File: config.mk
export PLATFORM = sky130hd
export DESIGN_NAME = draw_text_line
export DESIGN_NICKNAME = d
export VERILOG_FILES = /design/src/rtl/draw_text_line.sv
export SDC_FILE = /design/constraint.sdc
export NUM_CORES = 1
export LEC_CHECK = 0
export ABC_AREA = 1
export CAP_MARGIN = 25
export CORE_MARGIN = 8
export CORE_UTILIZATION = 43
export DETAILED_ROUTE_END_ITERATION = 8
export GPL_TIMING_DRIVEN = 0
export PLACE_DENSITY = 0.75
export SYNTH_ARGS = -nofsm -noshare
export SYNTH_HDL_FRONTEND = slang
export SYNTH_SLANG_ARGS = --single-unit
export TNS_END_PERCENT = 30
File: constraint.sdc
create_clock -name clk -period 5.39 [get_ports clk]
set_input_delay 1.617 -clock clk [delete_from_list [all_inputs] [get_ports clk]]
set_output_delay 1.617 -clock clk [all_outputs]
set_load 0.01 [all_outputs]
File: src/rtl/draw_text_line.sv
// draw_text_line: walks a fixed text box on the raster, addresses text/font ROMs and overlays glyph pixels on rgb.
module draw_text_line #(
  parameter int XPOS = 100,
  parameter int YPOS = 50,
  parameter int CHARS = 30,
  parameter logic [11:0] TEXT_COLOR = 12'hFFF
) (
  input  logic        clk,
  input  logic        rst,
  input  logic [10:0] hcount_in,
  input  logic [10:0] vcount_in,
  input  logic        hsync_in,
  input  logic        vsync_in,
  input  logic        hblnk_in,
  input  logic        vblnk_in,
  input  logic [11:0] rgb_in,
  input  logic [3:0]  sw_in,
  output logic [3:0]  sw_out,
  output logic [7:0]  char_xy,
  output logic [3:0]  char_line,
  input  logic [7:0]  char_pixels,
  output logic [10:0] hcount_out,
  output logic [10:0] vcount_out,
  output logic        hsync_out,
  output logic        vsync_out,
  output logic        hblnk_out,
  output logic        vblnk_out,
  output logic [11:0] rgb_out
);
  localparam logic [11:0] X0 = 12'(XPOS);
  localparam logic [11:0] Y0 = 12'(YPOS);
  localparam logic [11:0] W = 12'(8 * CHARS);
  logic [11:0] dx, dy;
  logic        in_box;
  logic [37:0] s1_d, s1_q, s2_d, s2_q, out_d, out_q;
  logic        box1_d, box1_q, box2_d, box2_q;
  logic [2:0]  col1_d, col1_q, col2_d, col2_q;
  logic [7:0]  xy_d, xy_q;
  logic [3:0]  line_d, line_q, sw_d, sw_q;
  logic        vb_d, vb_q;
  logic        pix;
  // Offsets wrap to large values left of / above the box, so one unsigned compare bounds each axis.
  always_comb begin
    dx = {1'b0, hcount_in} - X0;
    dy = {1'b0, vcount_in} - Y0;
    in_box = (dx < W) && (dy < 12'd16);
    s1_d = {hcount_in, vcount_in, hsync_in, vsync_in, hblnk_in, vblnk_in, rgb_in};
    box1_d = in_box;
    col1_d = dx[2:0];
    xy_d = in_box ? dx[10:3] : 8'd0;
    line_d = in_box ? dy[3:0] : 4'd0;
    s2_d = s1_q;
    box2_d = box1_q;
    col2_d = col1_q;
    pix = char_pixels[3'd7 - col2_q];
    out_d = {s2_q[37:12], (s2_q[13] | s2_q[12]) ? 12'h000 : (box2_q && pix) ? TEXT_COLOR : s2_q[11:0]};
    vb_d = vblnk_in;
    sw_d = (vblnk_in && !vb_q) ? sw_in : sw_q;
  end
  always_ff @(posedge clk or posedge rst) begin
    if (rst) begin
      s1_q <= '0;
      s2_q <= '0;
      out_q <= '0;
      box1_q <= 1'b0;
      box2_q <= 1'b0;
      col1_q <= '0;
      col2_q <= '0;
      xy_q <= '0;
      line_q <= '0;
      sw_q <= '0;
      vb_q <= 1'b0;
    end else begin
      s1_q <= s1_d;
      s2_q <= s2_d;
      out_q <= out_d;
      box1_q <= box1_d;
      box2_q <= box2_d;
      col1_q <= col1_d;
      col2_q <= col2_d;
      xy_q <= xy_d;
      line_q <= line_d;
      sw_q <= sw_d;
      vb_q <= vb_d;
    end
  end
  assign {hcount_out, vcount_out, hsync_out, vsync_out, hblnk_out, vblnk_out, rgb_out} = out_q;
  assign char_xy = xy_q;
  assign char_line = line_q;
  assign sw_out = sw_q;
endmodule

==> results of run 1 <==
through the flow:
step	util [%]	hold WS (ns)
after floorplan	-	0.331
after CTS	64.2	0.343
after global routing	64.2	0.351
after detailed placement	57.3	0.335
after global placement	56.9	0.333
final	64.2	0.342
cells in the final DEF, fill, tap and decap left out:
cell,instances
or2_2,1
clkbuf_1,2
dfrtp_1,134
nand2_1,39
o211ai_1,1
a21oi_1,12
buf_16,1
nor2_2,2
inv_1,32
xnor2_1,1
clkinv_1,1
bufinv_16,5
nand3b_1,2
clkbuf_16,16
nand3_1,5
clkdlybuf4s50_1,105
buf_2,1
nand2_2,3
inv_6,7
conb_1,3
o21ai_0,4
mux2_2,4
nor2_1,26
clkinv_4,1
clkinv_2,1
inv_2,1
clkbuf_8,1
nand3_4,1
a21oi_2,1
ha_1,2
cell families after synthesis:
family,count (synthesis),synth area share (%)
AO/OA/AOI/OAI,18,2.40
XOR/XNOR,1,0.218
adder cells (fa/ha/maj),2,0.624
buffers and inverters,37,3.49
flip-flops,134,83.6
multiplexers,4,1.12
other,1,0.0935
AND/OR/NAND/NOR,79,8.45
layout make-up:
class / count / area [µm²] / area share (%)
buffer: 2 / 8.76 / 0.149
tap: 111 / 139 / 2.36
sequential: 134 / 3350 / 57.1
timing repair buffer: 106 / 1080 / 18.4
clock buffer: 18 / 418 / 7.11
multi-input combinational: 107 / 526 / 8.94
inverter: 35 / 136 / 2.32
clock inverter: 13 / 216 / 3.68
power breakdown:
group / leakage, nW / total [W] / internal (W) / switching [W]
combinational: 0.855 / 0.000151 / 0.0000815 / 0.0000700
sequential: 1.61 / 0.00107 / 0.00105 / 0.0000146
clock: 0.311 / 0.00123 / 0.000805 / 0.000420
flip-flops by register name, summed over array words and instances, names as in the netlist, 3 cells and up:
name	cells
col2_q	3
s1_q	36
char_xy	8
sw_out	4
char_line	4
col1_q	3
s2_q	36
out_q	38
worst max-delay path by stage:
stage	from	endpoint	cells after the start
global route	sw_out[0]	sw_out[0]	1
global placement	rst	s2_q[22]	2
floorplan	rst	box1_q	1
CTS	sw_out[0]	sw_out[0]	1
finish	sw_out[0]	sw_out[0]	1
detailed placement	hcount_in[2]	char_line[2]	12
metal layers:
layer | global-route usage [%] | part of all wire (%) | vias to the layer above
li1 | - | - | 1094
met1 | 13.6 | 39 | 1106
met2 | 20.7 | 51 | 85
met3 | 5.85 | 8.4 | 9
met4 | 5.67 | 1.4 | 0
met5 | 0 | 0 | -
==> impl_metrics.json, run 1 <==
{
  "status": "finished clean",
  "cp-end-kind": "output pin",
  "hold_depth": 0,
  "grt_pass1_vias": 2434,
  "synth_edf_count": 0,
  "p_leak_nw": 2.78,
  "syn_area_per_cell_um2": 14.5,
  "startpoint_type": "register",
  "place_inst": 495,
  "firstDrtPassIters": 4,
  "drive_gt1_share_pct": 11.1,
  "vias": 2294,
  "grt_usage_pct": 12.6,
  "crit_path_max_incr_delay_ns": 0.57,
  "synthTopCellsByArea": "dfrtp_1, nand2_1, inv_1",
  "place_ws_ns": 2.00,
  "cts_tree": "built",
  "fillers": 662,
  "ys.warnings.count": 0,
  "place.gp.congestion": 0.793,
  "synth_area_leader_cell": "dfrtp_1",
  "synth_commonest_cells": "dfrtp_1, nand2_1, inv_1",
  "io_buffers": 105,
  "fmax_mhz": 330,
  "finalSetupViolations": 0,
  "reg2reg_from": "col2_q[0]",
  "cts_setup_buffers": 0,
  "cp_slowest_cell": "clkdlybuf4s50_1",
  "hold_viol": 0,
  "antenna_found_initial": 0,
  "synthFlopType": "dfrtp_1",
  "wire_per_inst_um": 14.3,
  "clock_latency_ns": 0.49,
  "placed_cell_area_um2": 5240,
  "cp_cell_sequence": "clkdlybuf4s50_1",
  "r2r_cells": 7,
  "final_area_um2": 5880,
  "crit_buf_inv": 1,
  "grt_max_degree": 104,
  "grt_first_pass_wirelength_mm": 12.2,
  "rsz0062_at_grt": "no",
  "nets": 457,
  "reg2reg_slack_ns": 3.97,
  "floorplan.initialDensity_pct": 43.8,
  "dp_hpwl_mm": 5.25,
  "finalCritPeriodShare_pct": 56.3,
  "first_iter_violations": 85,
  "rows": 35,
  "cts_resized": 0,
  "max-vdd-ir-drop_v": 0.000233,
  "die_x_um": 113,
  "cp_top_family": "buffers and inverters",
  "cts_buffer_depth": 2,
  "required_ns": 3.77,
  "num_antenna_cells": 0,
  "async_reset_ff_share_pct": 100,
  "clk_pin_slew_worst_paths_ns": 0.06,
  "syn-cell-area_um2": 4010,
  "reg2reg_to": "out_q[5]",
  "viasPerCell": 4.36,
  "cp.arrival_ns": 1.42,
  "routed_wl_mm": 7.51,
  "hold_class": "reg -> reg",
  "report.final.slew_viol_count": 0,
  "fin_cells": 526,
  "numCtsBuffers": 17,
  "hold_buffers": 0,
  "synth_most_common_cell": "dfrtp_1",
  "hold_path_startpoint": "s1_q[23]",
  "ys_seq_area_share_pct": 83.6,
  "setup_tns_ns": 0,
  "postRouteAntennaNets": 0,
  "crit_type": "reg -> out",
  "power_w": 0.00245,
  "cts_sinks": 134,
  "worst_slack_ns": 2.36,
  "io_pins": 106,
  "power_density_nw_per_um2": 416,
  "synth_cell_types": 22,
  "syn2layout_area_growth_pct": 46.5,
  "post-route-drc-count": 0,
  "yosysTopAreaCellShare_pct": 83.6,
  "dieArea_um2": 12700,
  "die_y_um": 113,
  "syn_inst": 276,
  "maxCapViolCount": 0,
  "core_area_um2": 9150,
  "holdPathEnd": "s2_q[23]",
  "crit_fanout": 2,
  "htree_levels": 4,
  "root_buffer": "clkbuf_8",
  "synth_seq_cells": 134,
  "globalRouteOverflowTotal": 0,
  "period_needed_ns": 3.03,
  "skew_ns": 0.00735
}
No activity file was read; power rests on OpenSTA's default activity.
==> inputs of run 2 (changes only) <==
Clock period 5.39 ns to 2.7 ns, I/O delays scaled along.
==> impl_metrics.json, run 2 (synthesis results as in run 1) <==
{
  "status": "finished clean",
  "place_inst": 497,
  "grt_usage_pct": 12.6,
  "startpoint_type": "register",
  "htree_levels": 4,
  "maxCapViolCount": 0,
  "post-route-drc-count": 0,
  "hold_buffers": 0,
  "crit_start": "out_q[26]",
  "crit_path_max_incr_delay_ns": 0.57,
  "period_needed_ns": 2.20,
  "wire_per_inst_um": 14.2,
  "hold_path_startpoint": "s1_q[17]",
  "skew_ns": 0.00533,
  "finalSetupViolations": 0,
  "cp_cell_sequence": "clkdlybuf4s50_1",
  "grt_max_degree": 46,
  "final_area_um2": 5860,
  "first_iter_violations": 69,
  "crit_buf_inv": 1,
  "multi_input_area_um2": 526,
  "cts_sinks": 134,
  "placed_cell_area_um2": 5270,
  "place.gp.congestion": 0.757,
  "postRouteAntennaNets": 0,
  "p_leak_nw": 2.75,
  "crit_type": "reg -> out",
  "numCtsBuffers": 17,
  "report.final.slew_viol_count": 0,
  "cts_resized": 0,
  "num_antenna_cells": 0,
  "regMostFlops": "out_q",
  "cts_setup_buffers": 0,
  "cts_buffer_depth": 2,
  "seqCellArea_um2": 3350,
  "nets": 459,
  "cp.arrival_ns": 1.39,
  "crit_fanout": 1,
  "clock_latency_ns": 0.49,
  "routed_wl_mm": 7.51,
  "syn2layout_area_growth_pct": 46.0,
  "reg2reg_from": "col2_q[0]",
  "rsz0062_at_grt": "no",
  "required_ns": 1.89,
  "antenna_found_initial": 0,
  "grt_first_pass_wirelength_mm": 12.3,
  "layout_common_cells": "dfrtp_1, clkdlybuf4s50_1, nand2_1",
  "fillers": 685,
  "globalRouteOverflowTotal": 0,
  "vias": 2295,
  "finalCritPeriodShare_pct": 81.6,
  "rows": 35,
  "root_buffer": "clkbuf_8",
  "cp-end-kind": "output pin",
  "dp_hpwl_mm": 5.38,
  "hold_class": "reg -> reg",
  "floorplan.initialDensity_pct": 43.8,
  "drive_gt1_share_pct": 11.7,
  "clk_pin_slew_worst_paths_ns": 0.06,
  "cts_tree": "built",
  "die_x_um": 113,
  "io_buffers": 105,
  "max-vdd-ir-drop_v": 0.000425,
  "viasPerCell": 4.34,
  "final_common_cell": "dfrtp_1",
  "io_pins": 106,
  "power_density_nw_per_um2": 795,
  "firstDrtPassIters": 4,
  "grt_pass1_vias": 2502,
  "reg.largest.list": "out_q x38, s1_q x36, s2_q x36",
  "die_y_um": 113,
  "dieArea_um2": 12700,
  "largest_reg_flops": 38,
  "fin_cells": 529,
  "hold_viol": 0,
  "cp_slowest_cell": "clkdlybuf4s50_1",
  "fmax_mhz": 454,
  "core_area_um2": 9150,
  "cp_top_family": "buffers and inverters"
}
[run 2: power breakdown]
group          leakage, nW  switching, W  internal, W  total, W
Sequential            1.61     0.0000281      0.00210   0.00213
Combinational        0.866      0.000140     0.000167  0.000308
Clock                0.279      0.000873      0.00134   0.00222
Total                 2.75       0.00104      0.00362   0.00466
[run 2: final cells by class]
| type | count | share of cell area (%) |
|---|---|---|
| flip-flops and latches | 134 | 57.3 |
| well taps | 111 | 2.37 |
| clock inverters | 14 | 2.82 |
| inverters | 35 | 2.31 |
| multi-input cells | 107 | 8.97 |
| plain buffers | 2 | 0.150 |
| repair buffers | 108 | 19.0 |
| clock buffers | 18 | 7.14 |
[run 2: metrics by stage]
step	setup TNS, ns	hold slack (ns)	total power [W]	util [%]	setup WS, ns
2_1_floorplan	0	0.331	0.00228	-	0.225
3_3_place_gp	-104.60	0.332	0.00246	57.0	-0.787
3_5_place_dp	0	0.335	0.00248	57.6	0.0409
4_1_cts	0	0.346	0.00472	64.0	0.453
5_1_grt	0	0.352	0.00485	64.0	0.434
6_report	0	0.343	0.00466	64.0	0.496
[run 2: path summary, 6_finish.rpt]
check / end / slack [ns] / cells past startpoint
setup / recovery: vcount_out[10] / 0.50 / 1
hold / removal: s2_q[17] / 0.34 / 0
setup reg to reg: out_q[2] / 1.30 / 7
hold reg to reg: s2_q[17] / 0.34 / 0
max in group asynchronous: out_q[19] / 1.42 / 4
min in group asynchronous: out_q[11] / 0.57 / 2
[run 2: layer usage]
| layer | up-vias | track usage [%] | part of all wire, % |
|---|---|---|---|
| met5 | - | 0 | 0 |
| met3 | 2 | 6.01 | 7.7 |
| met1 | 1106 | 14.0 | 41 |
| li1 | 1099 | - | - |
| met2 | 88 | 20.6 | 51 |
| met4 | 0 | 4.59 | 0.41 |
